<file path="config.mk">
export PLATFORM = sky130hd
export DESIGN_NAME = lcd_text_editor
export DESIGN_NICKNAME = d
export VERILOG_FILES = /design/src/rtl/lcd_text_editor.sv
export SDC_FILE = /design/constraint.sdc
export NUM_CORES = 1
export LEC_CHECK = 0
export CAP_MARGIN = 10
export CELL_PAD_IN_SITES_DETAIL_PLACEMENT = 1
export CELL_PAD_IN_SITES_GLOBAL_PLACEMENT = 1
export CORE_MARGIN = 4
export CORE_UTILIZATION = 40
export CTS_CLUSTER_DIAMETER = 200
export DETAILED_ROUTE_END_ITERATION = 12
export PLACE_DENSITY_LB_ADDON = 0.3
export RECOVER_POWER = 50
export SLEW_MARGIN = 20
export SYNTH_ARGS = -nofsm -noshare
export SYNTH_HDL_FRONTEND = slang
export SYNTH_SLANG_ARGS = --single-unit
</file>
<file path="constraint.sdc">
create_clock -name clk -period 3.3 [get_ports clk]
set_clock_uncertainty 0.2 [all_clocks]
set_input_delay 0.33 -clock clk [delete_from_list [all_inputs] [get_ports clk]]
set_output_delay 0.33 -clock clk [all_outputs]
set_load 0.03 [all_outputs]
</file>
<file path="src/rtl/lcd_text_editor.sv">
// lcd_text_editor: HD44780 8-bit text editor driven by digit and cursor keys.
//   clk, rst            : system clock, synchronous active-high reset
//   number_btn[9:0]     : digit keys 0..9 (level, synchronised)
//   control_btn[3:0]    : [0] right, [1] left, [2] newline, [3] backspace
//   LCD_E/RS/RW/DATA    : LCD bus (RW tied low)
//   LED_out[7:0]        : cursor linear position row*COLS+col
module lcd_text_editor #(
    parameter int COLS         = 16,
    parameter int ROWS         = 2,
    parameter int STEP_CYCLES  = 4000,
    parameter int INIT_CYCLES  = 400000,
    parameter int CURSOR_BLINK = 1
) (
    input  logic       clk,
    input  logic       rst,
    input  logic [9:0] number_btn,
    input  logic [3:0] control_btn,
    output logic       LCD_E,
    output logic       LCD_RS,
    output logic       LCD_RW,
    output logic [7:0] LCD_DATA,
    output logic [7:0] LED_out
);
    typedef enum logic [2:0] {
        POWER_WAIT, FUNC_SET, DISP_ONOFF, ENTRY_MODE, CLEAR, IDLE, SET_ADDR, WRITE
    } state_t;

    state_t      state_q, state_d;
    logic [31:0] cnt_q, cnt_d;
    logic        row_q, row_d;
    logic [5:0]  col_q, col_d;
    logic [9:0]  num_prev_q;
    logic [3:0]  ctl_prev_q;
    logic [7:0]  char_q, char_d;
    logic        adv_q, adv_d;
    logic        bs_q, bs_d;
    logic        e_q, e_d, rs_q, rs_d;
    logic [7:0]  data_q, data_d, led_q, led_d;

    logic [9:0] num_rise;
    logic [3:0] ctl_rise;
    logic       digit_hit, done, nrow, fwd_row, bk_row;
    logic [3:0] digit;
    logic [5:0] fwd_col, bk_col;

    assign num_rise = number_btn & ~num_prev_q;
    assign ctl_rise = control_btn & ~ctl_prev_q;
    assign done     = cnt_q == STEP_CYCLES - 1;
    assign nrow     = ROWS == 2 ? ~row_q : 1'b0;
    assign fwd_col  = col_q == 6'(COLS - 1) ? 6'd0 : col_q + 6'd1;
    assign fwd_row  = col_q == 6'(COLS - 1) ? nrow : row_q;
    assign bk_col   = col_q == 6'd0 ? 6'(COLS - 1) : col_q - 6'd1;
    assign bk_row   = col_q == 6'd0 ? nrow : row_q;

    always_comb begin
        state_d   = state_q;
        cnt_d     = cnt_q + 32'd1;
        row_d     = row_q;
        col_d     = col_q;
        char_d    = char_q;
        adv_d     = adv_q;
        bs_d      = bs_q;
        digit_hit = 1'b0;
        digit     = 4'd0;
        // Descending scan so the lowest-index digit wins.
        for (int i = 9; i >= 0; i--) begin
            if (num_rise[i]) begin
                digit_hit = 1'b1;
                digit     = 4'(i);
            end
        end
        case (state_q)
            POWER_WAIT: if (cnt_q == INIT_CYCLES - 1) begin
                state_d = FUNC_SET;
                cnt_d   = '0;
            end
            FUNC_SET: if (done) begin
                state_d = DISP_ONOFF;
                cnt_d   = '0;
            end
            DISP_ONOFF: if (done) begin
                state_d = ENTRY_MODE;
                cnt_d   = '0;
            end
            ENTRY_MODE: if (done) begin
                state_d = CLEAR;
                cnt_d   = '0;
            end
            CLEAR: if (done) begin
                state_d = IDLE;
                cnt_d   = '0;
                row_d   = 1'b0;
                col_d   = 6'd0;
            end
            IDLE: begin
                cnt_d = '0;
                if (ctl_rise[3]) begin
                    // Backspace at the origin is dropped, as are any other edges this cycle.
                    if ({row_q, col_q} != '0) begin
                        state_d = SET_ADDR;
                        row_d   = bk_row;
                        col_d   = bk_col;
                        bs_d    = 1'b1;
                    end
                end else if (ctl_rise[1]) begin
                    state_d = SET_ADDR;
                    row_d   = bk_row;
                    col_d   = bk_col;
                end else if (ctl_rise[0]) begin
                    state_d = SET_ADDR;
                    row_d   = fwd_row;
                    col_d   = fwd_col;
                end else if (ctl_rise[2]) begin
                    state_d = SET_ADDR;
                    row_d   = nrow;
                    col_d   = 6'd0;
                end else if (digit_hit) begin
                    state_d = WRITE;
                    char_d  = {4'h3, digit};
                    adv_d   = 1'b1;
                end
            end
            SET_ADDR: if (done) begin
                // A pending backspace inserts the blank write between two address steps.
                state_d = bs_q ? WRITE : IDLE;
                cnt_d   = '0;
                if (bs_q) begin
                    char_d = 8'h20;
                    adv_d  = 1'b0;
                    bs_d   = 1'b0;
                end
            end
            WRITE: if (done) begin
                state_d = SET_ADDR;
                cnt_d   = '0;
                if (adv_q) begin
                    row_d = fwd_row;
                    col_d = fwd_col;
                end
            end
        endcase
        // Bus outputs are registered copies of what the next state/cnt imply.
        e_d  = state_d != IDLE && state_d != POWER_WAIT && cnt_d >= 32'd1 && cnt_d <= STEP_CYCLES / 2;
        rs_d = state_d == WRITE;
        case (state_d)
            FUNC_SET:   data_d = ROWS == 2 ? 8'h38 : 8'h30;
            DISP_ONOFF: data_d = CURSOR_BLINK != 0 ? 8'h0F : 8'h0E;
            ENTRY_MODE: data_d = 8'h06;
            CLEAR:      data_d = 8'h01;
            SET_ADDR:   data_d = {1'b1, row_d, col_d};
            WRITE:      data_d = char_d;
            default:    data_d = 8'h00;
        endcase
        led_d = (row_d ? 8'(COLS) : 8'd0) + 8'(col_d);
    end

    always_ff @(posedge clk) begin
        if (rst) begin
            state_q    <= POWER_WAIT;
            cnt_q      <= '0;
            row_q      <= 1'b0;
            col_q      <= 6'd0;
            num_prev_q <= '0;
            ctl_prev_q <= '0;
            char_q     <= 8'h00;
            adv_q      <= 1'b0;
            bs_q       <= 1'b0;
            e_q        <= 1'b0;
            rs_q       <= 1'b0;
            data_q     <= 8'h00;
            led_q      <= 8'h00;
        end else begin
            state_q    <= state_d;
            cnt_q      <= cnt_d;
            row_q      <= row_d;
            col_q      <= col_d;
            num_prev_q <= number_btn;
            ctl_prev_q <= control_btn;
            char_q     <= char_d;
            adv_q      <= adv_d;
            bs_q       <= bs_d;
            e_q        <= e_d;
            rs_q       <= rs_d;
            data_q     <= data_d;
            led_q      <= led_d;
        end
    end

    assign LCD_E    = e_q;
    assign LCD_RS   = rs_q;
    assign LCD_RW   = 1'b0;
    assign LCD_DATA = data_q;
    assign LED_out  = led_q;
endmodule

</file>
==> results of run 1 <==
-- cell type report --
type	count	area, um2	area share, %
Inverter	12	45.04	0.8189
Clock inverter	6	68.82	1.251
Clock buffer	9	225.2	4.095
Tap cell	140	175.2	3.185
Multi-Input combinational cell	450	2785	50.64
Sequential cell	79	1583	28.78
Timing Repair Buffer	72	618.1	11.24
-- cells by family (layout without fill, tap and decap cells) --
family / count (synthesis) / after routing
and+or+nand+nor: 296 / 296
other: 1 / 2
muxes: 2 / 2
xor gates and xnor gates: 40 / 40
buffers and inverters: 59 / 99
AOI/OAI and AO/OA: 105 / 105
DFF: 79 / 79
adders and majority gates: 5 / 5
-- per-layer routing --
layer,share of wire [%],vias up,wire [um],GRT usage (%)
met5,0,-,0,0
met4,2.8,0,380,9.311
met3,3.5,29,474,3.000
met2,50,89,6834,37.54
met1,43,2123,5900,25.82
li1,-,2147,-,-
-- placed cells by master, fill, tap and decap left out, types with 7 or more instances in the layout --
master,instances
or3_1,7
nor2_1,83
dlygate4sd3_1,18
nand2_1,25
nand4_1,12
or2_2,8
nand3_1,40
xor2_1,20
clkdlybuf4s50_1,14
dfxtp_1,78
buf_4,35
a31oi_1,13
nor4_1,12
o31ai_1,9
inv_1,12
and3_1,11
xnor2_1,20
o21ai_0,23
nor3_1,21
nand2b_1,19
a21oi_1,19
nor2b_1,29
clkbuf_16,9
-- worst max-delay path by stage --
stage | depth (start not counted) | slack [ps] | to | start
after detailed placement | 12 | -4 | LED_out[5] | cnt_q[1]
after floorplan | 12 | 160 | LED_out[5] | cnt_q[1]
after global routing | 11 | 30 | LED_out[5] | cnt_q[28]
after CTS | 12 | 70 | LED_out[5] | cnt_q[1]
after global placement | 11 | 120 | LED_out[5] | cnt_q[28]
final | 9 | 190 | LCD_DATA[0] | cnt_q[1]
-- through the flow --
stage,setup WS (ps),hold WS [ps],instance area (um2)
after detailed placement,-4.391,268.1,5164
after global placement,115.0,252.9,5164
after floorplan,159.3,223.2,4571
final,188.5,277.4,5500
after CTS,65.85,283.6,5459
after global routing,27.51,323.6,5500
-- flip-flops by register name, indices dropped and copies added, names as in the netlist --
| signal | count |
|---|---|
| col_q | 6 |
| row_q | 1 |
| ctl_prev_q | 4 |
| LED_out | 3 |
| LCD_RS | 1 |
| LCD_E | 1 |
| num_prev_q | 10 |
| LCD_DATA | 8 |
| bs_q | 1 |
| state_q | 3 |
| char_q | 8 |
| adv_q | 1 |
| cnt_q | 32 |
-- cells in the mapped netlist (3+ instances only) --
cell	count
clkbuf_1	31
and3_1	11
a21o_1	3
o31ai_1	9
nor3_1	21
nand2b_1	19
nand2_1	25
a221oi_1	3
or2_2	8
a31oi_1	14
buf_2	7
nor2_1	83
and3b_1	3
a21oi_1	19
inv_1	12
xor2_1	20
and2_1	3
nor4_1	14
nor2b_1	29
buf_4	6
o21ai_0	24
a211oi_1	3
xnor2_1	20
and4_1	5
nand3_1	40
nand4_1	12
or3_1	8
a32oi_1	4
ha_1	5
dfxtp_1	79
o211ai_1	3
-- power by group --
group | total (mW) | switching [mW] | internal (mW)
clock network | 1.01 | 0.427 | 0.587
logic | 0.311 | 0.181 | 0.130
registers | 1.00 | 0.0224 | 0.980
total | 2.33 | 0.631 | 1.70
-- worst max-delay path: cells and delay by family (launching register included) --
family | cells | cell delay, ps
DFF | 1 | 390
adders and majority gates | 1 | 200
and+or+nand+nor | 5 | 1450
buffers and inverters | 1 | 200
AOI/OAI and AO/OA | 2 | 560
==> results_dict.tcl, run 1 <==
set metrics [dict create \
    yosysSeqAreaShare_pct 34.63 \
    maxSlewHeadroom_pct 61.77 \
    cts_root_buf "clkbuf_16" \
    die_x_um 114.9 \
    synth_edf_count 0 \
    fill_cells 1337 \
    finalNetCount 645 \
    grt_setup_unrepaired "no" \
    synth_area_per_cell_um2 7.780 \
    ys_warn_count 0 \
    grt_pass1_wl_um 22750 \
    min_from "cnt_q[0]" \
    grt_pass1_vias 4698 \
    critical_path.max_fanout 8 \
    antenna_found_initial 0 \
    viasPerCell 5.714 \
    areaGrowthSynthToFinish_pct 20.44 \
    synth-main-ff-cell "dfxtp_1" \
    grt_max_degree 32 \
    hold_viol_final 0 \
    cp_slowest_stage_delay_ps 530 \
    timing.rr.end "LCD_DATA[0]" \
    r2r_cells 9 \
    clkSlewWorstSetupHoldPaths_ps 60 \
    initial_core_util_pct 41.58 \
    required_ps 3340 \
    routedWlPerCell_um 17.69 \
    cp-start-kind "flop" \
    status "complete, no violations" \
    maxCapViolCount 0 \
    clock_sinks 79 \
    post-route-min-period_ps 3111 \
    dr.pass1.iters 4 \
    place_congestion 0.8924 \
    yosys.area.top_type "dfxtp_1" \
    synth_area_um2 4567 \
    drc 0 \
    drt_iter0_markers 206 \
    htree_levels 3 \
    core_area_um2 10980 \
    path_cells "ha_1, and4_2, nand3_1, clkbuf_1, o41ai_4, nand3_2, or4_4, nand3b_2, o21ba_1" \
    synth_top_family_by_area "simple AND/OR/NAND/NOR gates" \
    fin_util_pct 50.08 \
    worstSetupPathType "flop to flop" \
    drive_gt1_share_pct 12.26 \
    critPathArrivalTime_ps 3160 \
    final-max-slew-violation-count 0 \
    worstReg2RegStart "cnt_q[1]" \
    muxShareOfSynthArea_pct 0.4658 \
    yosys.area.top_type_share_pct 34.63 \
    totalWireLength_um 13590 \
    fin_crit_sh_pct 94.29 \
    place_inst 753 \
    setup_viol 0 \
    min_path_cells 1 \
    clk_latency_ps 350 \
    ys_types 66 \
    power.density_nw_per_um2 423.3 \
    die_area_um2 13190 \
    grt_use_total_pct 21.33 \
    postCtsSetupRepairBufs 0 \
    io_buffers 32 \
    synthXorXnorAreaFrac_pct 7.671 \
    synth_compound_area_share_pct 15.62 \
    synthAdderAreaFrac_pct 1.370 \
    dp_hpwl_um 10210 \
    synth-seq-cells 79 \
    ios 35 \
    p_leak_nw 2.117 \
    die_h_um 114.9 \
    power.total_mw 2.328 \
    grt-ovfl-total 0 \
    dr_total_vias 4388 \
    cpMaxStageDelayCell "or4_4" \
    hold_end "cnt_q[0]" \
    hold_path_class "flop to flop" \
    cts-buffers-inserted 9 \
    fin_cells 768 \
    synth.top_cells.by_area "dfxtp_1 (35%), nor2_1 (6.8%), nand3_1 (4.4%)" \
    n_antenna_cell 0 \
    rrSetupSlack_ps 190 \
    finalSetupTns_ps 0 \
    cts.hold.buffers_added 0 \
    rows 38 \
    clockBufferDepth 2 \
    antenna_left 0 \
    worst_pin_slew_ps 573.4 \
    max_freq_ghz 0.3214 \
    cp-end-kind "flop" \
    cts_tree "yes" \
    postSynthCellCount 587 \
    synthSimpleGateAreaFrac_pct 34.47 \
    ir_drop_uv 225.3 \
    async_flop_share_pct 0 \
    cts.repair.resized 1 \
]
Note: power is estimated with default switching activity, not from simulation.
==> run 2, diff against run 1 <==
- CAP_MARGIN: 10 -> 20
==> results of run 2 <==
The final DEF is identical to that of run 1; final timing and power are the same.
